File: src/rtl/add64_sched_pkg.sv
// Shared types and constants for the two-pass 64-bit add scheduler.
package add64_sched_pkg;

  typedef enum logic [1:0] {
    IDLE = 2'd0,
    LO   = 2'd1,
    HI   = 2'd2,
    DONE = 2'd3
  } state_t;

  localparam int HALF_W = 32;
  localparam int FULL_W = 64;

  typedef logic req_id_t;

endpackage

File: src/rtl/adder32.sv
// 32-bit ripple-carry adder shared by both halves of a 64-bit add.
module adder32 (
  input  logic [31:0] a,
  input  logic [31:0] b,
  input  logic        cin,
  output logic [31:0] s,
  output logic        cout
);

  logic carry;

  always_comb begin
    carry = cin;
    s     = '0;
    for (int i = 0; i < 32; i++) begin
      s[i]  = a[i] ^ b[i] ^ carry;
      carry = (a[i] & b[i]) | (carry & (a[i] ^ b[i]));
    end
    cout = carry;
  end

endmodule

File: src/rtl/add64_sched.sv
// Round-robin arbiter that runs 64-bit adds from two requesters through one
// 32-bit adder in two passes (low half, then high half with forwarded carry).
module add64_sched #(
  parameter int HALF_W = 32,
  parameter int CNT_W  = 16
) (
  input  logic                  clk,
  input  logic                  rst_n,
  input  logic                  req0_valid,
  output logic                  req0_ready,
  input  logic [2*HALF_W-1:0]   req0_a,
  input  logic [2*HALF_W-1:0]   req0_b,
  input  logic                  req0_cin,
  input  logic                  req1_valid,
  output logic                  req1_ready,
  input  logic [2*HALF_W-1:0]   req1_a,
  input  logic [2*HALF_W-1:0]   req1_b,
  input  logic                  req1_cin,
  output logic                  rsp_valid,
  input  logic                  rsp_ready,
  output logic                  rsp_id,
  output logic [2*HALF_W-1:0]   rsp_s,
  output logic                  rsp_cout,
  output logic                  busy,
  output logic [CNT_W-1:0]      ops_count
);
  import add64_sched_pkg::*;

  state_t                state_reg, state_next;
  logic [2*HALF_W-1:0]   a_reg, b_reg;
  logic                  cin_reg;
  req_id_t               id_reg, last_id_reg, grant;
  logic [HALF_W-1:0]     s_lo_reg;
  logic                  c_mid_reg;
  logic                  rsp_valid_reg, rsp_cout_reg;
  req_id_t               rsp_id_reg;
  logic [2*HALF_W-1:0]   rsp_s_reg;
  logic [CNT_W-1:0]      ops_count_reg;
  logic                  accept;
  logic [HALF_W-1:0]     add_a, add_b, add_s;
  logic                  add_cin, add_cout;

  adder32 u_adder (
    .a    (add_a),
    .b    (add_b),
    .cin  (add_cin),
    .s    (add_s),
    .cout (add_cout)
  );

  always_ff @(posedge clk or negedge rst_n) begin
    if (!rst_n) state_reg <= IDLE;
    else        state_reg <= state_next;
  end

  always_comb begin
    state_next = state_reg;
    // When both are pending, the one that was not served last wins.
    if (req0_valid && req1_valid) grant = ~last_id_reg;
    else                          grant = req1_valid;
    req0_ready = (state_reg == IDLE) && req0_valid && (grant == 1'b0);
    req1_ready = (state_reg == IDLE) && req1_valid && (grant == 1'b1);
    accept     = req0_ready | req1_ready;
    add_a      = a_reg[HALF_W-1:0];
    add_b      = b_reg[HALF_W-1:0];
    add_cin    = cin_reg;
    case (state_reg)
      IDLE: if (accept) state_next = LO;
      LO:   state_next = HI;
      HI: begin
        add_a      = a_reg[2*HALF_W-1:HALF_W];
        add_b      = b_reg[2*HALF_W-1:HALF_W];
        add_cin    = c_mid_reg;
        state_next = DONE;
      end
      DONE: if (rsp_ready) state_next = IDLE;
      default: state_next = IDLE;
    endcase
  end

  always_ff @(posedge clk or negedge rst_n) begin
    if (!rst_n) begin
      a_reg         <= '0;
      b_reg         <= '0;
      cin_reg       <= 1'b0;
      id_reg        <= 1'b0;
      last_id_reg   <= 1'b1;
      s_lo_reg      <= '0;
      c_mid_reg     <= 1'b0;
      rsp_valid_reg <= 1'b0;
      rsp_id_reg    <= 1'b0;
      rsp_s_reg     <= '0;
      rsp_cout_reg  <= 1'b0;
      ops_count_reg <= '0;
    end else begin
      case (state_reg)
        IDLE: if (accept) begin
          a_reg   <= grant ? req1_a   : req0_a;
          b_reg   <= grant ? req1_b   : req0_b;
          cin_reg <= grant ? req1_cin : req0_cin;
          id_reg  <= grant;
        end
        LO: begin
          s_lo_reg  <= add_s;
          c_mid_reg <= add_cout;
        end
        HI: begin
          rsp_s_reg     <= {add_s, s_lo_reg};
          rsp_cout_reg  <= add_cout;
          rsp_id_reg    <= id_reg;
          rsp_valid_reg <= 1'b1;
        end
        DONE: if (rsp_ready) begin
          rsp_valid_reg <= 1'b0;
          last_id_reg   <= rsp_id_reg;
          ops_count_reg <= ops_count_reg + CNT_W'(1);
        end
        default: ;
      endcase
    end
  end

  assign rsp_valid = rsp_valid_reg;
  assign rsp_id    = rsp_id_reg;
  assign rsp_s     = rsp_s_reg;
  assign rsp_cout  = rsp_cout_reg;
  assign busy      = (state_reg != IDLE);
  assign ops_count = ops_count_reg;

endmodule

File: config.mk
export PLATFORM = sky130hd
export DESIGN_NAME = add64_sched
export DESIGN_NICKNAME = d
export VERILOG_FILES = /design/src/rtl/add64_sched_pkg.sv /design/src/rtl/adder32.sv /design/src/rtl/add64_sched.sv
export SDC_FILE = /design/constraint.sdc
export NUM_CORES = 1
export LEC_CHECK = 0
export BUFFER_PORTS_ARGS = -buffer_cell sky130_fd_sc_hd__buf_4
export CORE_MARGIN = 4
export CORE_UTILIZATION = 52
export CTS_BUF_LIST = sky130_fd_sc_hd__clkbuf_2 sky130_fd_sc_hd__clkbuf_4 sky130_fd_sc_hd__clkbuf_8
export DETAILED_ROUTE_END_ITERATION = 6
export PLACE_DENSITY_LB_ADDON = 0.3
export SYNTH_ARGS = -nofsm -noshare
export SYNTH_HDL_FRONTEND = slang
export SYNTH_SLANG_ARGS = --single-unit
export TNS_END_PERCENT = 50
File: constraint.sdc
create_clock -name clk -period 19.8 [get_ports clk]
set_input_delay 0.99 -clock clk [delete_from_list [all_inputs] [get_ports clk]]
set_output_delay 0.99 -clock clk [all_outputs]
set_load 0.01 [all_outputs]
After elaboration in Yosys (flattened, before gate mapping)
Cells that the tools add are included.
{"block": "totals", "out_inout_bits": 86, "ram_bits": 0, "memories": 0, "romBits": 0, "register_bits": 249, "word_cells": 206, "input_bits": 263, "latchBits": 0}
{"block": "op_classes", "n_div": 0, "n_addsub": 1, "shifts": 0, "reduce_logical": 12, "order_cmp": 0, "bitwise": 163, "mux": 12, "eq_ne": 5, "mul": 0}
{"cell": "64-bit two-way mux", "count": 2}
{"cell": "1-bit AND", "count": 64}
{"cell": "32-bit two-way mux", "count": 2}
{"cell": "1-bit bitwise XOR", "count": 64}
{"cell": "1-bit OR", "count": 33}
{"cell": "16-bit by 1-bit adder with 16-bit output, second input constant", "count": 1}
{"cell": "2-bit case mux with 4 select lines", "count": 1}
{"cell": "2-bit AND reduction", "count": 4}
{"cell": "1-bit logical AND", "count": 5}
{"cell": "2-bit == test, second input constant", "count": 2}
{"cell": "1-bit two-way mux", "count": 4}
{"cell": "2-bit two-way mux", "count": 2}
{"cell": "2-bit != test, second input constant", "count": 2}
{"cell": "2-bit nonzero test", "count": 2}
{"cell": "2-bit by 1-bit == test with 1-bit output, second input constant", "count": 1}
{"cell": "2-bit logical NOT", "count": 1}
{"cell": "1-bit inverter", "count": 2}
{"cell": "1-bit case mux with 2 select lines", "count": 1}

Logic depth before layout (Yosys ltp)
Gate-level depths: netlist of run 1.
{"block": "logic_depth", "ltp_word": 67, "ltp_mapped": 42, "ltp_nobuf": 39}

Modules after synthesis
A second synthesis of run 1 with hierarchy kept.
{"block": "hier_totals", "cells_unflattened": 971, "area_unflattened_um2": 12099.1}
{"module": "add64_sched", "area_per_inst_um2": 11421.0, "n_inst": 1, "seq_area_each_um2": 6232.2, "cells_each": 929}
{"module": "adder32", "area_per_inst_um2": 678.2, "n_inst": 1, "seq_area_each_um2": 0.0, "cells_each": 42}

Least setup slack after synthesis of run 1
OpenSTA, ideal clock, no wires.
{"block": "synth_path", "path_type": "reg2reg", "start": "register state_reg[0]", "end": "register rsp_s_reg[63] (netlist: rsp_s[63])", "setup_time_ns": 0.125, "synth_period_minus_slack_ns": 15.082, "stages_incl_launch_ff": 43, "slack_ns": 4.718, "required_ns": 19.675, "arrival_time_ns": 14.957, "path_buffers": 3, "cell_sequence": "dfrtp_1 -> inv_1 -> ha_1 -> clkbuf_1 -> buf_2 -> buf_2 -> mux2i_1 -> fa_1 -> fa_1 -> fa_1 -> fa_1 -> fa_1 -> fa_1 -> fa_1 -> fa_1 -> fa_1 -> fa_1 -> fa_1 -> [... 7 more ...] -> inv_1 -> fa_1 -> fa_1 -> fa_1 -> fa_1 -> fa_1 -> fa_1 -> fa_1 -> fa_1 -> fa_1 -> fa_1 -> fa_1 -> fa_1 -> fa_1 -> fa_1 -> inv_1 -> fa_1 -> mux2_2"}
{"block": "synth_via", "elab_chain_len": 66, "word_cells_on_any_way": 130, "classes_between": "eq/ne (1); mux (3); bitwise (126)"}
{"element": "start: declaration", "line": "add64_sched.sv:29", "text": "state_t state_reg, state_next;"}
{"element": "start signal: assignment", "line": "add64_sched.sv:53", "text": "else state_reg <= state_next;"}
{"element": "2-bit == test (*)", "line": "add64_sched.sv:67", "text": "case (state_reg)"}
{"element": "32-bit two-way mux", "line": "add64_sched.sv:67"}
{"element": "1-bit bitwise XOR", "line": "adder32.sv:17", "text": "carry = (a[i] & b[i]) | (carry & (a[i] ^ b[i]));"}
{"element": "1-bit AND", "line": "adder32.sv:17"}
{"element": "1-bit OR", "line": "adder32.sv:17"}
{"element": "1-bit AND", "line": "adder32.sv:17"}
{"element": "1-bit OR", "line": "adder32.sv:17"}
{"element": "1-bit AND", "line": "adder32.sv:17"}
{"element": "[... 51 more ...]"}
{"element": "1-bit AND", "line": "adder32.sv:17"}
{"element": "1-bit OR", "line": "adder32.sv:17"}
{"element": "1-bit AND", "line": "adder32.sv:17"}
{"element": "1-bit OR", "line": "adder32.sv:17"}
{"element": "1-bit AND", "line": "adder32.sv:17"}
{"element": "1-bit OR", "line": "adder32.sv:17"}
{"element": "1-bit bitwise XOR (*)", "line": "adder32.sv:16", "text": "s[i] = a[i] ^ b[i] ^ carry;"}
{"element": "net add_s[31]", "line": "add64_sched.sv:40", "text": "logic [HALF_W-1:0] add_a, add_b, add_s;"}
{"element": "end signal: assignment", "line": "add64_sched.sv:108", "text": "rsp_s_reg <= {add_s, s_lo_reg};"}
{"element": "end: declaration", "line": "add64_sched.sv:37", "text": "logic [2*HALF_W-1:0] rsp_s_reg;"}
The timed path passes the listed nets; every way through them passes the cells marked *.
A chain may end at the register's enable or synchronous reset.

Worst setup path in the final report of run 1
{"block": "layout_path", "start": "register state_reg[0]", "end": "register s_lo_reg[31]"}
{"block": "layout_via", "elab_chain_len": 66, "word_cells_on_any_way": 131, "classes_between": "eq/ne (2); mux (3); bitwise (126)"}
{"element": "2-bit == test (*)", "line": "add64_sched.sv:67"}
{"element": "32-bit two-way mux", "line": "add64_sched.sv:67"}
{"element": "1-bit bitwise XOR", "line": "adder32.sv:17"}
{"element": "1-bit AND", "line": "adder32.sv:17"}
{"element": "1-bit OR", "line": "adder32.sv:17"}
{"element": "1-bit AND", "line": "adder32.sv:17"}
{"element": "1-bit OR", "line": "adder32.sv:17"}
{"element": "1-bit AND", "line": "adder32.sv:17"}
{"element": "[... 51 more ...]"}
{"element": "1-bit AND", "line": "adder32.sv:17"}
{"element": "1-bit OR", "line": "adder32.sv:17"}
{"element": "1-bit AND", "line": "adder32.sv:17"}
{"element": "1-bit OR", "line": "adder32.sv:17"}
{"element": "1-bit AND", "line": "adder32.sv:17"}
{"element": "1-bit OR", "line": "adder32.sv:17"}
{"element": "1-bit bitwise XOR (*)", "line": "adder32.sv:16"}
{"element": "net add_s[31]", "line": "add64_sched.sv:40"}
{"element": "end signal: assignment", "line": "add64_sched.sv:104", "text": "s_lo_reg <= add_s;"}
{"element": "end: declaration", "line": "add64_sched.sv:33", "text": "logic [HALF_W-1:0] s_lo_reg;"}
Marks and branches as above.

==> insert_results.sql, run 1 <==
INSERT INTO impl_metrics (metric_group, metric, value, unit) VALUES
('outcome', 'run_status', 'finished clean', ''),
('sta', 'setup_viol', '0', ''),
('critical_path', 'path_max_fanout', '54', ''),
('power_and_ir_drop', 'vdd_drop_max', '0.133', 'mV'),
('global_route', 'via_count_of_the_first_global_routing_pass', '8988', ''),
('drt', 'post-route-drc-count', '0', ''),
('floorplanning', 'die_area', '25800', 'sq um'),
('global_route', 'gr-max-usage-layer', 'met2', ''),
('yosys', 'synth_enable_flop_cells', '0', ''),
('place', 'pre_cts_ws', '3.77', 'ns'),
('power_and_ir_drop', 'internal_pwr_total', '1.60', 'mW'),
('yosys', 'postSynth.asyncResetShare', '100', '%'),
('final_layout', 'fin_cells', '1700', ''),
('global_route', 'wire_length_of_the_first_global_routing_pass', '46.2', 'mm'),
('sta', 'skew', '0.0205', 'ns'),
('sta', 'final.setup.tns', '0', 'ns'),
('sta', 'final-max-slew-violation-count', '0', ''),
('floorplanning', 'ioPinCount', '349', ''),
('drt', 'routed-via-count', '8490', ''),
('critical_path', 'ff2ff_setup_slack', '3.86', 'ns'),
('min_path', 'hold_depth', '1', ''),
('critical_path', 'critical_path_arrival', '16.33', 'ns'),
('critical_path', 'worst_r2r_path_depth', '39', ''),
('clock_tree', 'htree_levels', '2', ''),
('global_route', 'antenna_found_initial', '0', ''),
('final_layout', 'layout-drive-gt1-share', '34.4', '%'),
('place', 'place.gp.congestion', '0.772', ''),
('yosys', 'syn_area_per_cell', '11.8', 'sq um'),
('floorplanning', 'die_width', '160', 'microns'),
('sta', 'grt_setup_unrepaired', 'no', ''),
('final_layout', 'final.fill_count', '1724', ''),
('final_layout', 'final_cell_mix', '354 x sky130_fd_sc_hd__buf_4, 250 x sky130_fd_sc_hd__mux2i_1, 248 x sky130_fd_sc_hd__dfrtp_1', ''),
('power_and_ir_drop', 'power.net_switching', '0.958', 'mW'),
('sta', 'timing.slew.headroom', '25.1', '%'),
('final_layout', 'layout.cells.most_common', 'sky130_fd_sc_hd__buf_4', ''),
('global_route', 'largest_net_degree_at_the_start_of_global_routing', '260', ''),
('clock_tree', 'cts_tree', 'done', ''),
('yosys', 'number_of_flip_flops_and_latches_in_the_synthesized_netlist', '249', ''),
('drt', 'routed_antenna_nets', '0', ''),
('critical_path', 'cp-end-kind', 'register', ''),
('critical_path', 'worst_path_largest_cell_delay', '0.77', 'ns'),
('clock_tree', 'clk_pin_slew', '0.06', 'ns'),
('yosys', 'post_synth_inst_count', '1022', ''),
('critical_path', 'worstReg2RegEnd', 's_lo_reg[31]$_DFFE_PN0N_', ''),
('clock_tree', 'max-clock-path-buffers', '3', ''),
('drt', 'drt_first_pass_iters', '5', ''),
('power_and_ir_drop', 'pwr-share-seq', '35.1', '%'),
('drt', 'post_detailed_route_via_to_cell_ratio', '4.99', ''),
('floorplanning', 'fp-row-count', '55', ''),
('floorplanning', 'core_region_area', '22800', 'sq um'),
('place', 'place_inst', '1629', ''),
('final_layout', 'antenna-diode-count', '0', ''),
('final_layout', 'layout-area-overhead-vs-synth', '29.3', '%'),
('critical_path', 'reg2reg_from', 'state_reg[0]$_DFFE_PN0P_', ''),
('clock_tree', 'post_cts_repair_setup_buffers', '0', ''),
('clock_tree', 'insertion_delay', '0.51', 'ns'),
('min_path', 'min_delay_worst_endpoint', 'ops_count[15]$_DFFE_PN0P_', ''),
('power_and_ir_drop', 'pwr_density_cell', '164', 'nW/um^2'),
('global_route', 'grt_remaining_overflow', '0', ''),
('critical_path', 'cp_required', '20.19', 'ns'),
('drt', 'drt_iter0_markers', '350', ''),
('place', 'placement.io_buffers', '348', ''),
('drt', 'finalWirelength', '28.4', 'mm'),
('floorplanning', 'start_util', '53.1', '%'),
('critical_path', 'slowest_cell_on_the_critical_path', 'sky130_fd_sc_hd__buf_4', ''),
('global_route', 'met3_usage', '4.85', '%'),
('sta', 'hold_viol_final', '0', ''),
('critical_path', 'cp-startpoint', 'state_reg[0]$_DFFE_PN0P_', ''),
('sta', 'achievable_freq', '62.7', 'MHz'),
('sta', 'timing.final.crit_share', '80.5', '%'),
('final_layout', 'final_nets', '1660', '');
[metal layers]
layer	vias up	part of all wire [%]
met2	281	48
met3	51	6.9
met1	4025	42
met5	-	0
li1	4133	-
met4	0	2.8
[power groups by stage]
stage	Sequential (mW)	Combinational, mW	Clock (mW)
2_1_floorplan	0.901	0.815	0
3_5_place_dp	0.905	1.23	0
5_1_grt	0.928	1.36	0.495
6_report	0.897	1.21	0.456
4_1_cts	0.899	1.23	0.469
3_3_place_gp	0.893	1.18	0
[synth_stat cells, types with 2 or more instances]
| cell | count | share of area [%] |
|---|---|---|
| sky130_fd_sc_hd__buf_2 | 28 | 1.2 |
| sky130_fd_sc_hd__nand2_1 | 136 | 4.2 |
| sky130_fd_sc_hd__fa_1 | 32 | 5.3 |
| sky130_fd_sc_hd__mux2i_1 | 250 | 21 |
| sky130_fd_sc_hd__ha_1 | 6 | 0.62 |
| sky130_fd_sc_hd__xnor2_1 | 10 | 0.72 |
| sky130_fd_sc_hd__and3_1 | 5 | 0.26 |
| sky130_fd_sc_hd__buf_4 | 8 | 0.50 |
| sky130_fd_sc_hd__mux2_2 | 45 | 4.2 |
| sky130_fd_sc_hd__clkbuf_1 | 16 | 0.50 |
| sky130_fd_sc_hd__o21ai_0 | 3 | 0.12 |
| sky130_fd_sc_hd__nand4_1 | 3 | 0.16 |
| sky130_fd_sc_hd__xor2_1 | 5 | 0.36 |
| sky130_fd_sc_hd__nor2_1 | 4 | 0.12 |
| sky130_fd_sc_hd__nand3_1 | 5 | 0.21 |
| sky130_fd_sc_hd__nor3_1 | 2 | 0.083 |
| sky130_fd_sc_hd__o21ai_1 | 129 | 5.3 |
| sky130_fd_sc_hd__dfrtp_1 | 248 | 51 |
| sky130_fd_sc_hd__inv_1 | 69 | 2.1 |
| sky130_fd_sc_hd__buf_8 | 9 | 1.1 |
[critical path: cells and delay by family, from the launching register on]
kind / cells / cell delay [ns]
multiplexers: 2 / 0.50
adder cells (fa/ha/maj): 32 / 13.71
buffers and inverters: 5 / 1.18
flip-flops: 1 / 0.41
[worst max-delay path by stage]
stage	slack [ns]	endpoint
after global placement	4.00	s_lo_reg[31]$_DFFE_PN0N_
after detailed placement	3.77	s_lo_reg[31]$_DFFE_PN0N_
after global routing	3.27	s_lo_reg[31]$_DFFE_PN0N_
final	3.86	s_lo_reg[31]$_DFFE_PN0N_
after floorplan	4.72	rsp_s[63]$_DFFE_PN0P_
after CTS	3.76	s_lo_reg[31]$_DFFE_PN0N_
[logic make-up after synthesis]
kind of cell / after synthesis / synth area share [%]
multiplexers: 295 / 24.9
flip-flops: 249 / 51.6
AND/OR/NAND/NOR: 157 / 5.17
AO/OA/AOI/OAI: 137 / 5.80
buffers and inverters: 131 / 5.58
adder cells (fa/ha/maj): 38 / 5.92
XOR/XNOR: 15 / 1.09
[cell type report]
cell class	instances	area, sq um	area share [%]
sequential	249	6230	39.9
multi-input combinational	642	5220	33.4
clock buffer	67	822	5.26
clock inverter	4	20.0	0.128
inverter	69	259	1.66
tap	313	392	2.51
timing repair buffer	356	2690	17.2
[stage by stage]
| step | hold WS [ns] | power [mW] | area, sq um | utilization (%) |
|---|---|---|---|---|
| after floorplan | 0.444 | 1.72 | 12100 | - |
| after CTS | 0.478 | 2.60 | 15600 | 68.6 |
| after global placement | 0.454 | 2.07 | 14800 | 64.9 |
| after detailed placement | 0.465 | 2.13 | 14800 | 64.9 |
| final | 0.478 | 2.56 | 15600 | 68.6 |
| after global routing | 0.502 | 2.79 | 15600 | 68.6 |
Power figures use the tool's default switching activity.
==> run 2, diff against run 1 <==
--- a/config.mk
+++ b/config.mk
@@ -5,6 +5,7 @@
 export SDC_FILE = /design/constraint.sdc
 export NUM_CORES = 1
 export LEC_CHECK = 0
+export ABC_AREA = 1
 export BUFFER_PORTS_ARGS = -buffer_cell sky130_fd_sc_hd__buf_4
 export CORE_MARGIN = 4
 export CORE_UTILIZATION = 52
==> constraint.sdc (replaced) <==
create_clock -name clk -period 15.3 [get_ports clk]
set_input_delay 0.765 -clock clk [delete_from_list [all_inputs] [get_ports clk]]
set_output_delay 0.765 -clock clk [all_outputs]
set_load 0.01 [all_outputs]
==> insert_results.sql, run 2 <==
INSERT INTO impl_metrics (metric_group, metric, value, unit) VALUES
('drt', 'post_detailed_route_via_to_cell_ratio', '5.36', ''),
('final_layout', 'layout.cells.most_common', 'sky130_fd_sc_hd__nand2_1', ''),
('yosys', 'yosys.cell_count.top_type', 'sky130_fd_sc_hd__nand2_1', ''),
('critical_path', 'ff2ff_setup_slack', '0.56', 'ns'),
('floorplanning', 'ioPinCount', '349', ''),
('critical_path', 'cp_required', '15.70', 'ns'),
('clock_tree', 'insertion_delay', '0.53', 'ns'),
('sta', 'finalWorstPathRequiredPeriod', '14.74', 'ns'),
('sta', 'hold_viol_final', '0', ''),
('sta', 'setup_viol', '0', ''),
('yosys', 'synth.distinct_cells', '31', ''),
('drt', 'routed_antenna_nets', '0', ''),
('final_layout', 'final_cell_mix', '469 x sky130_fd_sc_hd__nand2_1, 359 x sky130_fd_sc_hd__buf_4, 248 x sky130_fd_sc_hd__dfrtp_1', ''),
('sta', 'skew', '0.0269', 'ns'),
('drt', 'finalWirelength', '34.5', 'mm'),
('floorplanning', 'fp-row-count', '54', ''),
('sta', 'whs', '0.295', 'ns'),
('sta', 'achievable_freq', '67.8', 'MHz'),
('global_route', 'wire_length_of_the_first_global_routing_pass', '53.2', 'mm'),
('yosys', 'syn_area_per_cell', '9.05', 'sq um'),
('clock_tree', 'ctsRootBufferMaster', 'sky130_fd_sc_hd__clkbuf_8', ''),
('final_layout', 'layout-drive-gt1-share', '26.9', '%'),
('final_layout', 'layout-area-overhead-vs-synth', '29.8', '%'),
('power_and_ir_drop', 'vdd_drop_max', '0.120', 'mV'),
('run', 'drv.max_cap_violation_count', '0', ''),
('outcome', 'run_status', 'finished clean', ''),
('critical_path', 'slowest_cell_on_the_critical_path', 'sky130_fd_sc_hd__fa_1', ''),
('critical_path', 'critical_path.n_buffers_inverters', '4', ''),
('yosys', 'ys.warnings.count', '0', ''),
('clock_tree', 'clk_pin_slew', '0.06', 'ns'),
('final_layout', 'final_nets', '1912', ''),
('place', 'placement.io_buffers', '348', ''),
('floorplanning', 'die_width', '158', 'microns'),
('floorplanning', 'die_area', '25000', 'sq um'),
('yosys', 'postSynth.asyncResetShare', '100', '%'),
('sta', 'timing.slew.headroom', '33.1', '%'),
('yosys', 'prevailing_post_synth_register_cell', 'sky130_fd_sc_hd__dfrtp_1', ''),
('clock_tree', 'htree_levels', '2', ''),
('min_path', 'hold_path_class', 'in -> async', ''),
('clock_tree', 'cts_inserted_buffers', '40', ''),
('yosys', 'synth_top_cells_by_area', 'sky130_fd_sc_hd__dfrtp_1 53%, sky130_fd_sc_hd__nand2_1 15%, sky130_fd_sc_hd__a31oi_1 6.9%, sky130_fd_sc_hd__fa_1 5.5%, sky130_fd_sc_hd__mux2i_1 5.1%', ''),
('yosys', 'synth_commonest_cells', '469 x sky130_fd_sc_hd__nand2_1, 248 x sky130_fd_sc_hd__dfrtp_1, 141 x sky130_fd_sc_hd__nor2_1, 129 x sky130_fd_sc_hd__a31oi_1, 67 x sky130_fd_sc_hd__o21ai_0', ''),
('sta', 'fin_ws', '0.559', 'ns'),
('sta', 'timing.final.crit_share', '96.3', '%'),
('critical_path', 'cp-end-kind', 'register', ''),
('critical_path', 'critical_path_arrival', '15.14', 'ns'),
('sta', 'worst_pin_slew', '1.00', 'ns'),
('place', 'dpl.hpwl', '25.3', 'mm'),
('final_layout', 'antenna-diode-count', '0', ''),
('floorplanning', 'start_util', '53.3', '%'),
('place', 'pre_cts_ws', '0.217', 'ns'),
('yosys', 'synth_fp_nets', '1594', ''),
('yosys', 'synthesis.area', '11700', 'sq um'),
('clock_tree', 'cts_tree', 'done', ''),
('critical_path', 'cpMostUsedCell', 'sky130_fd_sc_hd__fa_1', ''),
('global_route', 'antenna_found_initial', '1', ''),
('yosys', 'synth_top_cell_by_area', 'sky130_fd_sc_hd__dfrtp_1', ''),
('clock_tree', 'max-clock-path-buffers', '3', ''),
('yosys', 'post_synth_inst_count', '1293', ''),
('critical_path', 'worst_path_largest_cell_delay', '0.47', 'ns'),
('floorplanning', 'die_height', '158', 'microns'),
('drt', 'drt_iter0_markers', '750', ''),
('clock_tree', 'cts_hold_buf', '0', ''),
('power_and_ir_drop', 'post-layout-total-power', '3.43', 'mW'),
('drt', 'post-route-drc-count', '0', ''),
('drt', 'routed-via-count', '10200', ''),
('critical_path', 'path_max_fanout', '8', ''),
('power_and_ir_drop', 'pwr_density_cell', '226', 'nW/um^2'),
('critical_path', 'worst-setup-path-type', 'reg -> reg', ''),
('global_route', 'grt_remaining_overflow', '0', ''),
('critical_path', 'critical_path_launch_point_type', 'register', ''),
('critical_path', 'timing.critical_path.max_delay_family', 'adder cells', ''),
('global_route', 'global_routing_usage_summed_across_all_routing_layers', '27.2', '%'),
('place', 'place.gp.congestion', '0.893', ''),
('sta', 'final-max-slew-violation-count', '0', ''),
('yosys', 'synth_enable_flop_cells', '0', ''),
('drt', 'avgRoutedWirePerCell', '18.1', 'microns'),
('yosys', 'number_of_flip_flops_and_latches_in_the_synthesized_netlist', '249', ''),
('floorplanning', 'core_region_area', '22000', 'sq um'),
('global_route', 'largest_net_degree_at_the_start_of_global_routing', '152', ''),
('clock_tree', 'cts_sinks', '249', ''),
('yosys', 'yosys.area.top_type_share', '53.0', '%'),
('global_route', 'via_count_of_the_first_global_routing_pass', '9949', ''),
('power_and_ir_drop', 'power.static_leakage', '7.47', 'nW'),
('yosys', 'yosysSeqAreaShare', '53.2', '%'),
('drt', 'drt_first_pass_iters', '5', '');
-- run 2: worst paths after layout --
path | end | from | cells past startpoint
worst max-delay path | rsp_s[63]$_DFFE_PN0P_ | state_reg[0]$_DFFE_PN0P_ | 41
worst min-delay path | rsp_s[61]$_DFFE_PN0P_ | rst_n | 1
worst max register to register | rsp_s[63]$_DFFE_PN0P_ | state_reg[0]$_DFFE_PN0P_ | 41
worst min register to register | rsp_s[4]$_DFFE_PN0P_ | rsp_s[4]$_DFFE_PN0P_ | 2
max in group asynchronous | rsp_s[58]$_DFFE_PN0P_ | rst_n | 2
min in group clk | rsp_s[4]$_DFFE_PN0P_ | rsp_s[4]$_DFFE_PN0P_ | 2
-- run 2: worst reg2reg max path, delay by kind of cell, from the launching register on --
family	cells	cell delay, ns
buf+inv	4	0.31
compound gates	1	0.11
simple gates	3	0.21
fa+ha+maj	33	13.60
flops	1	0.41
-- run 2: power breakdown --
part | leakage, nW | switching, mW | internal, mW
clock | 0.420 | 0.249 | 0.318
sequential | 2.95 | 0.186 | 0.986
combinational | 4.10 | 0.983 | 0.707
-- run 2: cell type report --
cell class,count,area [sq um]
Inverter,22,86.3
Clock buffer,60,769
Clock inverter,3,18.8
Timing Repair Buffer,360,2710
Tap cell,280,350
Sequential cell,249,6230
Multi-Input combinational cell,938,5030
Fill cell,1735,6760
-- run 2: cell families (layout without fill, tap and decap cells) --
group | after synthesis | count (layout) | share of synthesized area [%]
AND/OR/NAND/NOR | 626 | 626 | 20.4
flip-flops | 249 | 249 | 53.2
AO/OA/AOI/OAI | 203 | 203 | 10.1
buffers and inverters | 106 | 445 | 4.14
multiplexers | 60 | 60 | 5.13
adder cells (fa/ha/maj) | 38 | 38 | 6.11
XOR/XNOR | 11 | 11 | 0.823
-- run 2: repair_timing --
action | 4_1_cts | 5_1_grt
setup buffers | 0 | 3
endpoints found under the setup margin | 0 | 4
endpoints found under the hold margin | 0 | 0
gates resized for setup | 0 | 5
-- run 2: metal layers --
| metal | vias to the layer above | wire (microns) | share of wire, % | global-route usage, % |
|---|---|---|---|---|
| met5 | - | 13 | 0.038 | 0 |
| met4 | 2 | 945 | 2.7 | 7.84 |
| met3 | 65 | 2720 | 7.9 | 6.29 |
| met2 | 395 | 15900 | 46 | 41.5 |
| met1 | 4908 | 15000 | 43 | 39.4 |
| li1 | 4876 | - | - | - |
-- run 2: stage by stage --
stage	instance area, sq um	cells	setup TNS (ns)	utilization (%)
6_report	15200	1912	0	69.2
5_1_grt	15200	1912	-0.00578	69.2
4_1_cts	15200	1909	0	69.1
3_5_place_dp	14400	1846	0	65.5
3_3_place_gp	14400	1846	0	65.5
2_1_floorplan	11700	1293	0	-
==> run 3, diff against run 2 <==
--- a/config.mk
+++ b/config.mk
@@ -7,6 +7,7 @@
 export LEC_CHECK = 0
 export ABC_AREA = 1
 export BUFFER_PORTS_ARGS = -buffer_cell sky130_fd_sc_hd__buf_4
+export CORE_ASPECT_RATIO = 1.75
 export CORE_MARGIN = 4
 export CORE_UTILIZATION = 52
 export CTS_BUF_LIST = sky130_fd_sc_hd__clkbuf_2 sky130_fd_sc_hd__clkbuf_4 sky130_fd_sc_hd__clkbuf_8
@@ -14,5 +15,6 @@
 export PLACE_DENSITY_LB_ADDON = 0.3
 export SYNTH_ARGS = -nofsm -noshare
 export SYNTH_HDL_FRONTEND = slang
+export SYNTH_HIERARCHICAL = 1
 export SYNTH_SLANG_ARGS = --single-unit
 export TNS_END_PERCENT = 50
==> insert_results.sql, run 3 <==
INSERT INTO impl_metrics (metric_group, metric, value, unit) VALUES
('outcome', 'run_status', 'finished clean', ''),
('critical_path', 'critical_path_launch_point_type', 'register', ''),
('sta', 'fin_ws', '0.731', 'ns'),
('global_route', 'antenna_found_initial', '3', ''),
('clock_tree', 'cts_inserted_buffers', '37', ''),
('final_layout', 'final_nets', '1883', ''),
('clock_tree', 'cts-resized-gates', '0', ''),
('drt', 'post-route-drc-count', '0', ''),
('power_and_ir_drop', 'pwr_density_cell', '230', 'nW/um^2'),
('sta', 'timing.final.crit_share', '95.2', '%'),
('drt', 'post_detailed_route_via_to_cell_ratio', '5.32', ''),
('global_route', 'met3_usage', '6.15', '%'),
('yosys', 'synth_top_cells_by_area', 'sky130_fd_sc_hd__dfrtp_1 52%, sky130_fd_sc_hd__nand2_1 10%, sky130_fd_sc_hd__mux2_2 9.1%, sky130_fd_sc_hd__a31oi_1 6.8%, sky130_fd_sc_hd__nor2_1 5.7%', ''),
('critical_path', 'worst_path_largest_cell_delay', '0.44', 'ns'),
('sta', 'skew', '0.0204', 'ns'),
('critical_path', 'path_max_fanout', '37', ''),
('sta', 'whs', '0.223', 'ns'),
('floorplanning', 'core_region_area', '22700', 'sq um'),
('yosys', 'synth_commonest_cells', '330 x sky130_fd_sc_hd__nand2_1, 248 x sky130_fd_sc_hd__dfrtp_1, 180 x sky130_fd_sc_hd__nor2_1, 129 x sky130_fd_sc_hd__a31oi_1, 97 x sky130_fd_sc_hd__mux2_2', ''),
('floorplanning', 'start_util', '52.8', '%'),
('yosys', 'postSynth.asyncResetShare', '100', '%'),
('floorplanning', 'fp-row-count', '73', ''),
('yosys', 'synth_fp_nets', '1570', ''),
('critical_path', 'cp-startpoint', 'state_reg[0]$_DFFE_PN0P_', ''),
('sta', 'worst_pin_slew', '1.20', 'ns'),
('floorplanning', 'die_width', '123', 'microns'),
('final_layout', 'layout.cells.most_common', 'sky130_fd_sc_hd__buf_4', ''),
('sta', 'achievable_freq', '68.6', 'MHz'),
('drt', 'drt_iter0_markers', '623', ''),
('yosys', 'synth_enable_flop_cells', '0', ''),
('yosys', 'post_synth_inst_count', '1269', ''),
('place', 'place.gp.congestion', '0.917', ''),
('drt', 'avgRoutedWirePerCell', '17.9', 'microns'),
('global_route', 'largest_net_degree_at_the_start_of_global_routing', '133', ''),
('final_layout', 'fin_cells', '1912', ''),
('global_route', 'met1_usage', '34.2', '%'),
('global_route', 'wire_length_of_the_first_global_routing_pass', '54.3', 'mm'),
('power_and_ir_drop', 'pwr-share-seq', '32.9', '%'),
('clock_tree', 'cts_sinks', '249', ''),
('yosys', 'synthesis.area', '12000', 'sq um'),
('sta', 'hold_viol_final', '0', ''),
('critical_path', 'ff2ff_setup_slack', '0.73', 'ns'),
('critical_path', 'cpMostUsedCell', 'sky130_fd_sc_hd__fa_1', ''),
('yosys', 'ys.warnings.count', '6', ''),
('global_route', 'gr-max-usage-layer', 'met2', ''),
('yosys', 'yosysSeqAreaShare', '52.1', '%'),
('critical_path', 'timing_endpoint_of_the_critical_path', 's_lo_reg[31]$_DFFE_PN0N_', ''),
('place', 'place_area', '14700', 'sq um'),
('power_and_ir_drop', 'swShare', '38.8', '%'),
('run', 'drv.max_cap_violation_count', '0', ''),
('global_route', 'via_count_of_the_first_global_routing_pass', '10500', ''),
('clock_tree', 'post_cts_repair_setup_buffers', '0', ''),
('power_and_ir_drop', 'clkPwrFrac', '17.7', '%'),
('power_and_ir_drop', 'internal_pwr_total', '2.18', 'mW'),
('power_and_ir_drop', 'vdd_drop_max', '0.105', 'mV'),
('clock_tree', 'cts_hold_buf', '0', ''),
('power_and_ir_drop', 'power.static_leakage', '7.29', 'nW'),
('critical_path', 'cp_required', '15.73', 'ns'),
('clock_tree', 'htree_levels', '2', ''),
('sta', 'finalWorstPathRequiredPeriod', '14.57', 'ns'),
('critical_path', 'slowest_cell_on_the_critical_path', 'sky130_fd_sc_hd__fa_1', ''),
('clock_tree', 'clk_pin_slew', '0.07', 'ns'),
('drt', 'drt_first_pass_iters', '5', ''),
('yosys', 'synth.distinct_cells', '26', ''),
('final_layout', 'layout-drive-gt1-share', '32.8', '%'),
('place', 'pre_cts_ws', '0.848', 'ns'),
('place', 'placement.io_buffers', '348', ''),
('clock_tree', 'cts_tree', 'done', ''),
('critical_path', 'worst-setup-path-type', 'reg -> reg', ''),
('yosys', 'prevailing_post_synth_register_cell', 'sky130_fd_sc_hd__dfrtp_1', ''),
('drt', 'routed-via-count', '10200', ''),
('critical_path', 'worstReg2RegEnd', 's_lo_reg[31]$_DFFE_PN0N_', ''),
('final_layout', 'fin_area', '15500', 'sq um'),
('min_path', 'hold_path_class', 'in -> async', ''),
('sta', 'grt_setup_unrepaired', 'no', ''),
('power_and_ir_drop', 'share_comb_of_total_power', '49.4', '%'),
('yosys', 'yosys.cell_count.top_type', 'sky130_fd_sc_hd__nand2_1', ''),
('yosys', 'syn_area_per_cell', '9.42', 'sq um'),
('sta', 'timing.slew.headroom', '20.3', '%'),
('floorplanning', 'die_area', '25600', 'sq um'),
('final_layout', 'layout-area-overhead-vs-synth', '30.0', '%'),
('critical_path', 'reg2reg_from', 'state_reg[0]$_DFFE_PN0P_', ''),
('final_layout', 'final_cell_mix', '355 x sky130_fd_sc_hd__buf_4, 330 x sky130_fd_sc_hd__nand2_1, 248 x sky130_fd_sc_hd__dfrtp_1', ''),
('place', 'place_inst', '1843', ''),
('global_route', 'met2_usage', '43.2', '%'),
('yosys', 'synth_top_cell_by_area', 'sky130_fd_sc_hd__dfrtp_1', ''),
('power_and_ir_drop', 'power.net_switching', '1.38', 'mW'),
('global_route', 'global_routing_usage_summed_across_all_routing_layers', '27.0', '%'),
('floorplanning', 'die_height', '209', 'microns'),
('sta', 'final-max-slew-violation-count', '0', ''),
('place', 'dpl.hpwl', '25.1', 'mm'),
('drt', 'finalWirelength', '34.2', 'mm'),
('critical_path', 'cp-end-kind', 'register', ''),
('clock_tree', 'max-clock-path-buffers', '3', ''),
('clock_tree', 'insertion_delay', '0.53', 'ns'),
('yosys', 'yosys.area.top_type_share', '51.9', '%'),
('sta', 'final.setup.tns', '0', 'ns'),
('critical_path', 'worst_r2r_path_depth', '42', ''),
('clock_tree', 'ctsRootBufferMaster', 'sky130_fd_sc_hd__clkbuf_8', ''),
('critical_path', 'critical_path_arrival', '15.00', 'ns'),
('global_route', 'grt_remaining_overflow', '0', ''),
('yosys', 'number_of_flip_flops_and_latches_in_the_synthesized_netlist', '249', ''),
('sta', 'setup_viol', '0', ''),
('floorplanning', 'ioPinCount', '349', ''),
('drt', 'routed_antenna_nets', '0', '');
## run 3: cells by family (layout without fill, tap and decap cells)
logic type	after synthesis	in the layout	share of synthesized area, %
multiplexers	97	97	9.14
buffers and inverters	146	485	5.31
XOR/XNOR	9	9	0.659
AND/OR/NAND/NOR	527	527	16.9
adder cells (fa/ha/maj)	38	38	5.99
other	0	4	0
flip-flops	249	249	52.1
AO/OA/AOI/OAI	203	203	9.89
## run 3: through the flow
step / total power, mW / utilization, %
after global placement: 2.87 / 64.7
final: 3.57 / 68.6
after global routing: 3.86 / 68.6
after CTS: 3.58 / 68.5
after floorplan: 2.34 / -
after detailed placement: 2.94 / 64.7
## run 3: worst min path at each step
| stage | from | to | slack (ns) |
|---|---|---|---|
| floorplan | id_reg$_DFFE_PN0P_ | rsp_id$_DFFE_PN0P_ | 0.45 |
| global placement | id_reg$_DFFE_PN0P_ | rsp_id$_DFFE_PN0P_ | 0.47 |
| detailed placement | id_reg$_DFFE_PN0P_ | rsp_id$_DFFE_PN0P_ | 0.49 |
| CTS | rst_n | b_reg[23]$_DFFE_PN0P_ | 0.27 |
| global route | rst_n | rsp_s[26]$_DFFE_PN0P_ | 0.29 |
| finish | rst_n | rsp_s[26]$_DFFE_PN0P_ | 0.22 |
## run 3: metal layers
metal  wire length [microns]  vias up
li1                        -     4807
met1                   13000     4861
met2                   16900      408
met3                    2460       95
met4                    1840        0
met5                       0        -
## run 3: critical path: cells and delay by family (launching register included)
kind	cells	cell delay, ns
fa+ha+maj	33	12.88
compound gates	2	0.29
flops	1	0.41
buf+inv	6	0.87
simple gates	1	0.05
## run 3: final cells by class
cell class | count | area (sq um)
Fill cell | 1826 | 7120
Inverter | 64 | 243
Tap cell | 300 | 375
Clock inverter | 9 | 148
Timing Repair Buffer | 356 | 2680
Multi-Input combinational cell | 874 | 5120
Clock buffer | 56 | 727
Antenna cell | 4 | 10.0
Sequential cell | 249 | 6230
## run 3: power by group through the flow
stage | clock, mW | sequential, mW | combinational, mW
after floorplan | 0 | 1.17 | 1.17
after global placement | 0 | 1.17 | 1.70
after detailed placement | 0 | 1.18 | 1.76
after CTS | 0.641 | 1.17 | 1.77
after global routing | 0.671 | 1.21 | 1.98
final | 0.630 | 1.17 | 1.76
